File: config.mk
export PLATFORM = sky130hd
export DESIGN_NAME = packet_sorter
export DESIGN_NICKNAME = d
export VERILOG_FILES = /design/src/rtl/packet_sorter.sv
export SDC_FILE = /design/constraint.sdc
export NUM_CORES = 2
export LEC_CHECK = 0
export ABC_AREA = 1
export CAP_MARGIN = 10
export CORE_MARGIN = 8
export CORE_UTILIZATION = 58
export DETAILED_ROUTE_END_ITERATION = 16
export GPL_TIMING_DRIVEN = 0
export PLACE_DENSITY = 0.81
export SYNTH_ARGS = -nofsm -noshare
export SYNTH_HDL_FRONTEND = slang
export SYNTH_SLANG_ARGS = --single-unit
File: constraint.sdc
create_clock -name clk_pixel -period 7.7 [get_ports clk_pixel]
set_clock_uncertainty 0.05 [all_clocks]
set_input_delay 2.31 -clock clk_pixel [delete_from_list [all_inputs] [get_ports clk_pixel]]
set_output_delay 2.31 -clock clk_pixel [all_outputs]
set_load 0.02 [all_outputs]
File: src/rtl/packet_sorter.sv
// rtl/packet_sorter.sv - HDMI data-island packet reassembly, BCH check and type dispatch
// Purpose: rebuilds 32-pixel data-island packets from the TERC4-decoded
//   per-pixel payload. It checks the BCH parity of the header and of each
//   subpacket, then dispatches ACR, AVI InfoFrame and audio sample packets.
// Ports:
//   clk_pixel, reset             pixel clock, synchronous active-high reset
//   packet_enable, packet_data   payload strobe and 9-bit per-pixel payload
//   packet_valid, header, sub    completion pulse and the completed packet
//   header_ok, sub_ok            BCH match flags for header / subpackets
//   acr_valid, acr_n, acr_cts    Audio Clock Regeneration update
//   avi_valid, avi_vic           AVI InfoFrame VIC update
//   sample_valid, sample_l/_r    audio sample pairs, one per cycle
//   ecc_error_count              saturating count of packets with BCH errors
module packet_sorter #(
   parameter int AUDIO_BIT_WIDTH = 16
) (
   input  logic                       clk_pixel,
   input  logic                       reset,
   input  logic                       packet_enable,
   input  logic [8:0]                 packet_data,
   output logic                       packet_valid,
   output logic [23:0]                header,
   output logic [3:0][55:0]           sub,
   output logic                       header_ok,
   output logic [3:0]                 sub_ok,
   output logic                       acr_valid,
   output logic [19:0]                acr_n,
   output logic [19:0]                acr_cts,
   output logic                       avi_valid,
   output logic [6:0]                 avi_vic,
   output logic                       sample_valid,
   output logic [AUDIO_BIT_WIDTH-1:0] sample_l,
   output logic [AUDIO_BIT_WIDTH-1:0] sample_r,
   output logic [15:0]                ecc_error_count
);

   localparam int W = AUDIO_BIT_WIDTH;

   // BCH(64,56) remainder over the first n bits of d, LSB first.
   function automatic logic [7:0] bch8(input logic [55:0] d, input int n);
      logic [7:0] e;
      e = 8'h00;
      for (int i = 0; i < 56; i++) begin
         if (i < n) e = (e >> 1) ^ ((e[0] ^ d[i]) ? 8'h83 : 8'h00);
      end
      return e;
   endfunction

   logic [4:0]        cnt_q, cnt_d;
   // Right-shifting capture: after 31 enabled pixels, pixel i sits at bit i
   // (header) or bits 2i+1:2i (subpackets); pixel 31 is taken live.
   logic [30:0]       hdr_sr_q;
   logic [3:0][61:0]  sub_sr_q;

   logic              pkt_done;
   logic [31:0]       hdr_full;
   logic [3:0][63:0]  sub_full;
   logic              hdr_ok_c;
   logic [3:0]        sub_ok_c;

   logic              packet_valid_q;
   logic [23:0]       header_q;
   logic [3:0][55:0]  sub_q;
   logic              header_ok_q;
   logic [3:0]        sub_ok_q;
   logic [15:0]       err_cnt_q, err_cnt_d;

   logic              acr_valid_q, avi_valid_q;
   logic [19:0]       acr_n_q, acr_cts_q;
   logic [6:0]        avi_vic_q;

   logic [3:0]        pend_q, pend_d, pend_src;
   logic              sample_valid_q, samp_fire;
   logic [1:0]        k_sel;
   logic [W-1:0]      sample_l_q, sample_r_q, samp_l_d, samp_r_d;

   logic [7:0]        hb0, hb1, hb2, csum;
   logic              disp, acr_hit, avi_hit;

   // Packet completion and parity check on the fully assembled packet.
   always_comb begin
      pkt_done = packet_enable && (cnt_q == 5'd31);
      cnt_d    = packet_enable ? cnt_q + 5'd1 : 5'd0;
      hdr_full = {packet_data[0], hdr_sr_q};
      hdr_ok_c = (bch8({32'h0, hdr_full[23:0]}, 24) == hdr_full[31:24]);
      for (int k = 0; k < 4; k++) begin
         sub_full[k] = {packet_data[5+k], packet_data[1+k], sub_sr_q[k]};
         sub_ok_c[k] = (bch8(sub_full[k][55:0], 56) == sub_full[k][63:56]);
      end
      err_cnt_d = err_cnt_q;
      if (pkt_done && (!hdr_ok_c || (sub_ok_c != 4'hF)) && (err_cnt_q != 16'hFFFF))
         err_cnt_d = err_cnt_q + 16'd1;
   end

   // Dispatch decisions taken in the packet_valid cycle from the held packet.
   always_comb begin
      hb0  = header_q[7:0];
      hb1  = header_q[15:8];
      hb2  = header_q[23:16];
      csum = hb0 + hb1 + hb2;
      for (int k = 0; k < 4; k++) begin
         for (int j = 0; j < 7; j++) csum = csum + sub_q[k][8*j +: 8];
      end
      disp    = packet_valid_q && header_ok_q;
      acr_hit = disp && (hb0 == 8'h01) && sub_ok_q[0];
      avi_hit = disp && (hb0 == 8'h82) && (&sub_ok_q) && (hb1 == 8'h02)
                && (csum == 8'h00);

      pend_src = pend_q;
      if (disp && (hb0 == 8'h02)) pend_src = header_q[11:8] & sub_ok_q;

      // Lowest pending subpacket goes out first.
      samp_fire = 1'b0;
      k_sel     = 2'd0;
      for (int k = 3; k >= 0; k--) begin
         if (pend_src[k]) begin
            samp_fire = 1'b1;
            k_sel     = 2'(k);
         end
      end
      pend_d = pend_src;
      if (samp_fire) pend_d[k_sel] = 1'b0;
      samp_l_d = sub_q[k_sel][23 -: W];
      samp_r_d = sub_q[k_sel][47 -: W];
   end

   always_ff @(posedge clk_pixel) begin
      if (packet_enable) begin
         hdr_sr_q <= {packet_data[0], hdr_sr_q[30:1]};
         for (int k = 0; k < 4; k++)
            sub_sr_q[k] <= {packet_data[5+k], packet_data[1+k], sub_sr_q[k][61:2]};
      end
   end

   always_ff @(posedge clk_pixel) begin
      if (reset) begin
         cnt_q          <= '0;
         packet_valid_q <= 1'b0;
         header_q       <= '0;
         sub_q          <= '0;
         header_ok_q    <= 1'b0;
         sub_ok_q       <= '0;
         err_cnt_q      <= '0;
         acr_valid_q    <= 1'b0;
         acr_n_q        <= '0;
         acr_cts_q      <= '0;
         avi_valid_q    <= 1'b0;
         avi_vic_q      <= '0;
         pend_q         <= '0;
         sample_valid_q <= 1'b0;
         sample_l_q     <= '0;
         sample_r_q     <= '0;
      end else begin
         cnt_q          <= cnt_d;
         packet_valid_q <= pkt_done;
         if (pkt_done) begin
            header_q    <= hdr_full[23:0];
            for (int k = 0; k < 4; k++) sub_q[k] <= sub_full[k][55:0];
            header_ok_q <= hdr_ok_c;
            sub_ok_q    <= sub_ok_c;
         end
         err_cnt_q   <= err_cnt_d;
         acr_valid_q <= acr_hit;
         if (acr_hit) begin
            acr_cts_q <= {sub_q[0][11:8], sub_q[0][23:16], sub_q[0][31:24]};
            acr_n_q   <= {sub_q[0][35:32], sub_q[0][47:40], sub_q[0][55:48]};
         end
         avi_valid_q <= avi_hit;
         if (avi_hit) avi_vic_q <= sub_q[0][38:32];
         pend_q         <= pend_d;
         sample_valid_q <= samp_fire;
         if (samp_fire) begin
            sample_l_q <= samp_l_d;
            sample_r_q <= samp_r_d;
         end
      end
   end

   assign packet_valid    = packet_valid_q;
   assign header          = header_q;
   assign sub             = sub_q;
   assign header_ok       = header_ok_q;
   assign sub_ok          = sub_ok_q;
   assign acr_valid       = acr_valid_q;
   assign acr_n           = acr_n_q;
   assign acr_cts         = acr_cts_q;
   assign avi_valid       = avi_valid_q;
   assign avi_vic         = avi_vic_q;
   assign sample_valid    = sample_valid_q;
   assign sample_l        = sample_l_q;
   assign sample_r        = sample_r_q;
   assign ecc_error_count = err_cnt_q;

endmodule

Yosys cells after proc, flatten, opt, wreduce, memory -nomap -nowiden:

Index checks and enable logic that the tools add are counted.

* flip-flop bits (word level): 640
* bits of input ports: 12

* $add $sub $neg: 32
* order comparisons: 2
* equality and inequality tests: 12
* multiplexer cells: 262
* bitwise logic cells: 490
* reductions and logical operators: 17

Operators with widths (count)
* $mux W8: 248
* $xor A7 B8 Y8: 243
* $xor A1 B1 Y1: 243
* $add A8 B8 Y8: 30
* $bmux W56 S2: 1
* $mux W48: 1
* $eq A8 B8 Y1: 5
* $add A16 B1 Y16 const B: 1
* $eq A8 B2 Y1 const B: 2
* $ne A16 B16 Y1 const B: 1
* $logic_and A1 B1 Y1: 12
* $and A4 B4 Y4: 2
* $eq A8 B1 Y1 const B: 1
* $eq A8 B8 Y1 const B: 1
* $logic_not A8 Y1: 1
* $mux W2: 4
* $mux W4: 2
* $add A5 B1 Y5 const B: 1
* $eq A5 B5 Y1 const B: 1
* $mux W1: 5
* $ne A4 B4 Y1 const B: 1
* $not A4 Y4: 1
* $reduce_and A4 Y1: 1
* $lt A2 B3 Y1 const B: 1
* other kinds (6): 6

Longest topological paths before layout:

* word-level depth: 171
* mapped depth: 87
* gate-level depth less buffers: 86

Least setup slack after synthesis:

Ideal clock, no wire load.

* path kind: register -> register
* start: reg sub_sr_q (netlist bit sub_full[133])
* end: reg err_cnt_q[6] (netlist: ecc_error_count[6])
* library setup time: 0.066 ns
* data arrival time: 6.598 ns
* data required time: 7.584 ns
* path slack: 0.986 ns
* stages on the path, launching flop included: 71
* clock period less this slack: 6.714 ns
* path through: edfxtp_1 -> xor2_1 -> xor2_1 -> xor2_1 -> xnor2_1 -> xor2_1 -> inv_1 -> nand2_1 -> nand2_1 -> nand2_1 -> nand2_2 -> or2_4 -> nand2_2 -> nand2_2 -> nand2_2 -> nand2_1 -> nand2_1 -> inv_2 -> (+35 left out) -> nand2_1 -> nand2_2 -> nand2_2 -> nand2_1 -> nand2_1 -> nand2_1 -> nand2_1 -> nand2_1 -> nand2_1 -> nand2_2 -> nor2_2 -> nand3_2 -> o21bai_4 -> nand2_4 -> nand2_4 -> buf_12 -> nand2_2 -> a21oi_2

* longest elaborated chain between the ends: 158

Ends and longest elaborated chain
* from (decl): RTL line 53 `logic [3:0][61:0] sub_sr_q;`
* from (signal, indexed assignment): RTL line 131 `sub_sr_q[k] <= {packet_data[5+k], packet_data[1+k], sub_sr_q[k][61:2]};`
* $xor A1 B1 Y1 (*): RTL line 44 `if (i < n) e = (e >> 1) ^ ((e[0] ^ d[i]) ? 8'h83 : 8'h00);`
* $mux W8 (*): RTL line 44
* $xor A7 B8 Y8 (*): RTL line 44
* $xor A1 B1 Y1: RTL line 44
* $mux W8: RTL line 44
* $xor A7 B8 Y8 (*): RTL line 44
* $xor A1 B1 Y1: RTL line 44
* $mux W8: RTL line 44
* (+141 left out)
* $xor A7 B8 Y8 (*): RTL line 44
* $xor A1 B1 Y1: RTL line 44
* $mux W8: RTL line 44
* $xor A7 B8 Y8 (*): RTL line 44
* $eq A8 B8 Y1 (*): RTL line 88 `sub_ok_c[k] = (bch8(sub_full[k][55:0], 56) == sub_full[k][63:56]);`
* $ne A4 B4 Y1 (*): RTL line 91 `if (pkt_done && (!hdr_ok_c || (sub_ok_c != 4'hF)) && (err_cnt_q != 16'hFFFF))`
* $logic_or A1 B1 Y1 (*): RTL line 91
* $logic_and A1 B1 Y1 (*) (2 in a row): RTL line 91
* to (signal assigned): RTL line 162 `err_cnt_q <= err_cnt_d;`
* to (decl): RTL line 66 `logic [15:0] err_cnt_q, err_cnt_d;`

Mark *: on every way between the ends. The rest lies on a longest branch, timed or not.
A chain may end at the register's enable or synchronous reset.

Final worst setup path:

Same ends and word-level chain as after synthesis.

==> out/metrics.cfg <==
[status]
outcome=complete, but fails checks
violations=setup timing

[finish]
final_util_pct=74.6
area_growth_pct=27.5
fin_nets=4973
layout-drive-gt1-share_pct=20.9

[sta]
whs_ps=391
final.setup.tns_ps=-6160
hold_viol=0
drv_slew=0
rsz0062_at_grt=true
final.min_clock_period_ps=8120
setup_viol=16
max_slew_margin_pct=16.7
fmax_ghz=0.123
fin_ws_ps=-423
tightest_slew_ps=1250
finalCritPeriodShare_pct=105

[clocking]
cts-root-buf=clkbuf_16
htree_levels=3
clk_pin_slew_ps=60
clk_path_buf_depth=3
numCtsBuffers=70
postCtsHoldBufs=0
cts_tree=yes
cts.sinks=640
clk_latency_ps=630

[grt]
use_met1_pct=42.1
grt_use_met3_pct=9.48
grt.met2_usage_pct=51.8
antenna_found_initial=1
grt_pass1_wl_mm=187
grtUsageTotal_pct=33.3
grt_max_degree=123
busiest_layer=met2
overflow=0
grt_pass1_vias=31100

[yosys]
netlist_top_cells_area=edfxtp_1 (22%), dfxtp_1 (19%), fa_1 (9.4%)
synth_top_area_share_pct=22.3
synth_fp_nets=4404
seq_area_frac_synth_pct=41.5
avgSynthCellArea_um2=8.98
synth.cell_area_um2=37600
synth_cell_type_count=55
yosys_warnings=0
synth-edff-count=279
synth_most_common_cell=nand2_1
netlist_instances=4189
yosysTopAreaCell=edfxtp_1
synth_flop_cell=dfxtp_1
synthTopCellsByCount=nand2_1 (542), inv_1 (483), dfxtp_1 (361), o21ai_0 (360), nand3_1 (319)
synthArstFlopShare_pct=0
ys_ff_latch=640

[drt]
wl_per_cell_um=23.4
drc=0
wl_mm=133
firstDrtPassIters=8
antenna_left=0
vias_per_cell=5.91
vias=33500
drt_iter0_markers=3840

[critical_path]
cp.required_ps=8200
cp_num_buf_inv=6
critPathCaptureType=flip-flop
slowest_delay_ps=470
critPathKind=reg2reg
cpLargestDelayFamily=simple AND/OR/NAND/NOR gates
slowest_stage=edfxtp_1
crit_fanout=5
path_common_cell=nand2_2
critPathLaunchType=flip-flop
cp.arrival_ps=8630

[die]
core_um2=64200
dieHeight_um=271
fp-row-count=93
die-area_um2=73200
start_util_pct=58.5
die_w_um=271
io_pins=364

[job]
maxCapViolCount=0

[min_path]
hold_class=reg2reg

[placed_design]
place_congestion=1.01
pre_cts_ws_ps=-320
place.port_buffers=362
dp_hpwl_mm=98.1

-- logic make-up after synthesis --
group                    after synthesis  synth area share, %
AO/OA/AOI/OAI                        661                 9.22
XOR/XNOR                             390                 9.63
adder cells (fa/ha/maj)              203                 10.3
buffers and inverters                651                 6.72
flip-flops                           640                 41.5
other                                  1              0.00997
AND/OR/NAND/NOR                     1643                 22.6
-- cell type report --
class | count | area (µm²)
clock buffer | 91 | 1980
clock inverter | 37 | 325
multi-input combinational | 2898 | 21700
buffer | 129 | 573
tap | 855 | 1070
sequential | 640 | 15600
fill | 4391 | 16300
timing repair buffer | 497 | 4730
antenna | 1 | 2.50
inverter | 522 | 1970
-- layout by cell type, fill, tap and decap left out, drive strengths merged, types with 17 or more instances in the layout --
| cell type | Yosys | routed |
|---|---|---|
| nand3 | 413 | 413 |
| o21ai | 360 | 360 |
| clkdlybuf4s50 | 0 | 361 |
| clkinv | 1 | 25 |
| nand3b | 57 | 57 |
| ha | 26 | 26 |
| a21oi | 256 | 256 |
| a31oi | 17 | 17 |
| inv | 521 | 527 |
| clkbuf | 124 | 217 |
| dfxtp | 361 | 361 |
| buf | 4 | 138 |
| xor2 | 260 | 260 |
| nand2 | 818 | 818 |
| edfxtp | 279 | 279 |
| nor2 | 309 | 309 |
| xnor2 | 126 | 126 |
| fa | 177 | 177 |
-- flip-flops by register name, indices dropped and copies added (netlist names), 16 cells and up --
signal,count
ecc_error_count,16
hdr_sr_q,31
acr_cts,20
acr_n,20
sub_full,248
header,24
sub,224
sample_r,16
sample_l,16
-- routing by layer --
| metal | vias up | part of all wire, % |
|---|---|---|
| li1 | 14800 | - |
| met1 | 16100 | 36 |
| met2 | 2157 | 45 |
| met3 | 495 | 12 |
| met4 | 0 | 6.6 |
| met5 | - | 0 |
-- per-stage QoR --
step | instance area [µm²] | std cells
6_report | 47900 | 5670
5_1_grt | 47900 | 5669
4_1_cts | 45400 | 5578
3_5_place_dp | 42400 | 5408
3_3_place_gp | 42300 | 5406
2_1_floorplan | 37600 | 4189
-- worst register-to-register path, delay by kind of cell, from the launching register on --
kind                   cells  cell delay (ps)
buffers and inverters      6              720
AO/OA/AOI/OAI              2              290
XOR/XNOR                   6             1530
AND/OR/NAND/NOR           47             5030
flip-flops                 1              470
-- path summary, 6_finish.rpt --
path | start | to | slack [ps] | cells after the start
max | sub_full[133] | ecc_error_count[6] | -420 | 61
min | sub_full[150] | sub_full[148] | 390 | 0
max reg2reg | sub_full[133] | ecc_error_count[6] | -420 | 61
min reg2reg | sub_full[150] | sub_full[148] | 390 | 0
-- timing repair --
item | CTS | global route
pin swaps | 12 | 172
setup endpoints to repair | 17 | 24
buffers inserted | 42 | 89
gates resized for setup | 81 | 377
cloned | 0 | 2
Power is not shown: default switching activity piles up to over one toggle a cycle in this logic, so the estimate is an artifact.
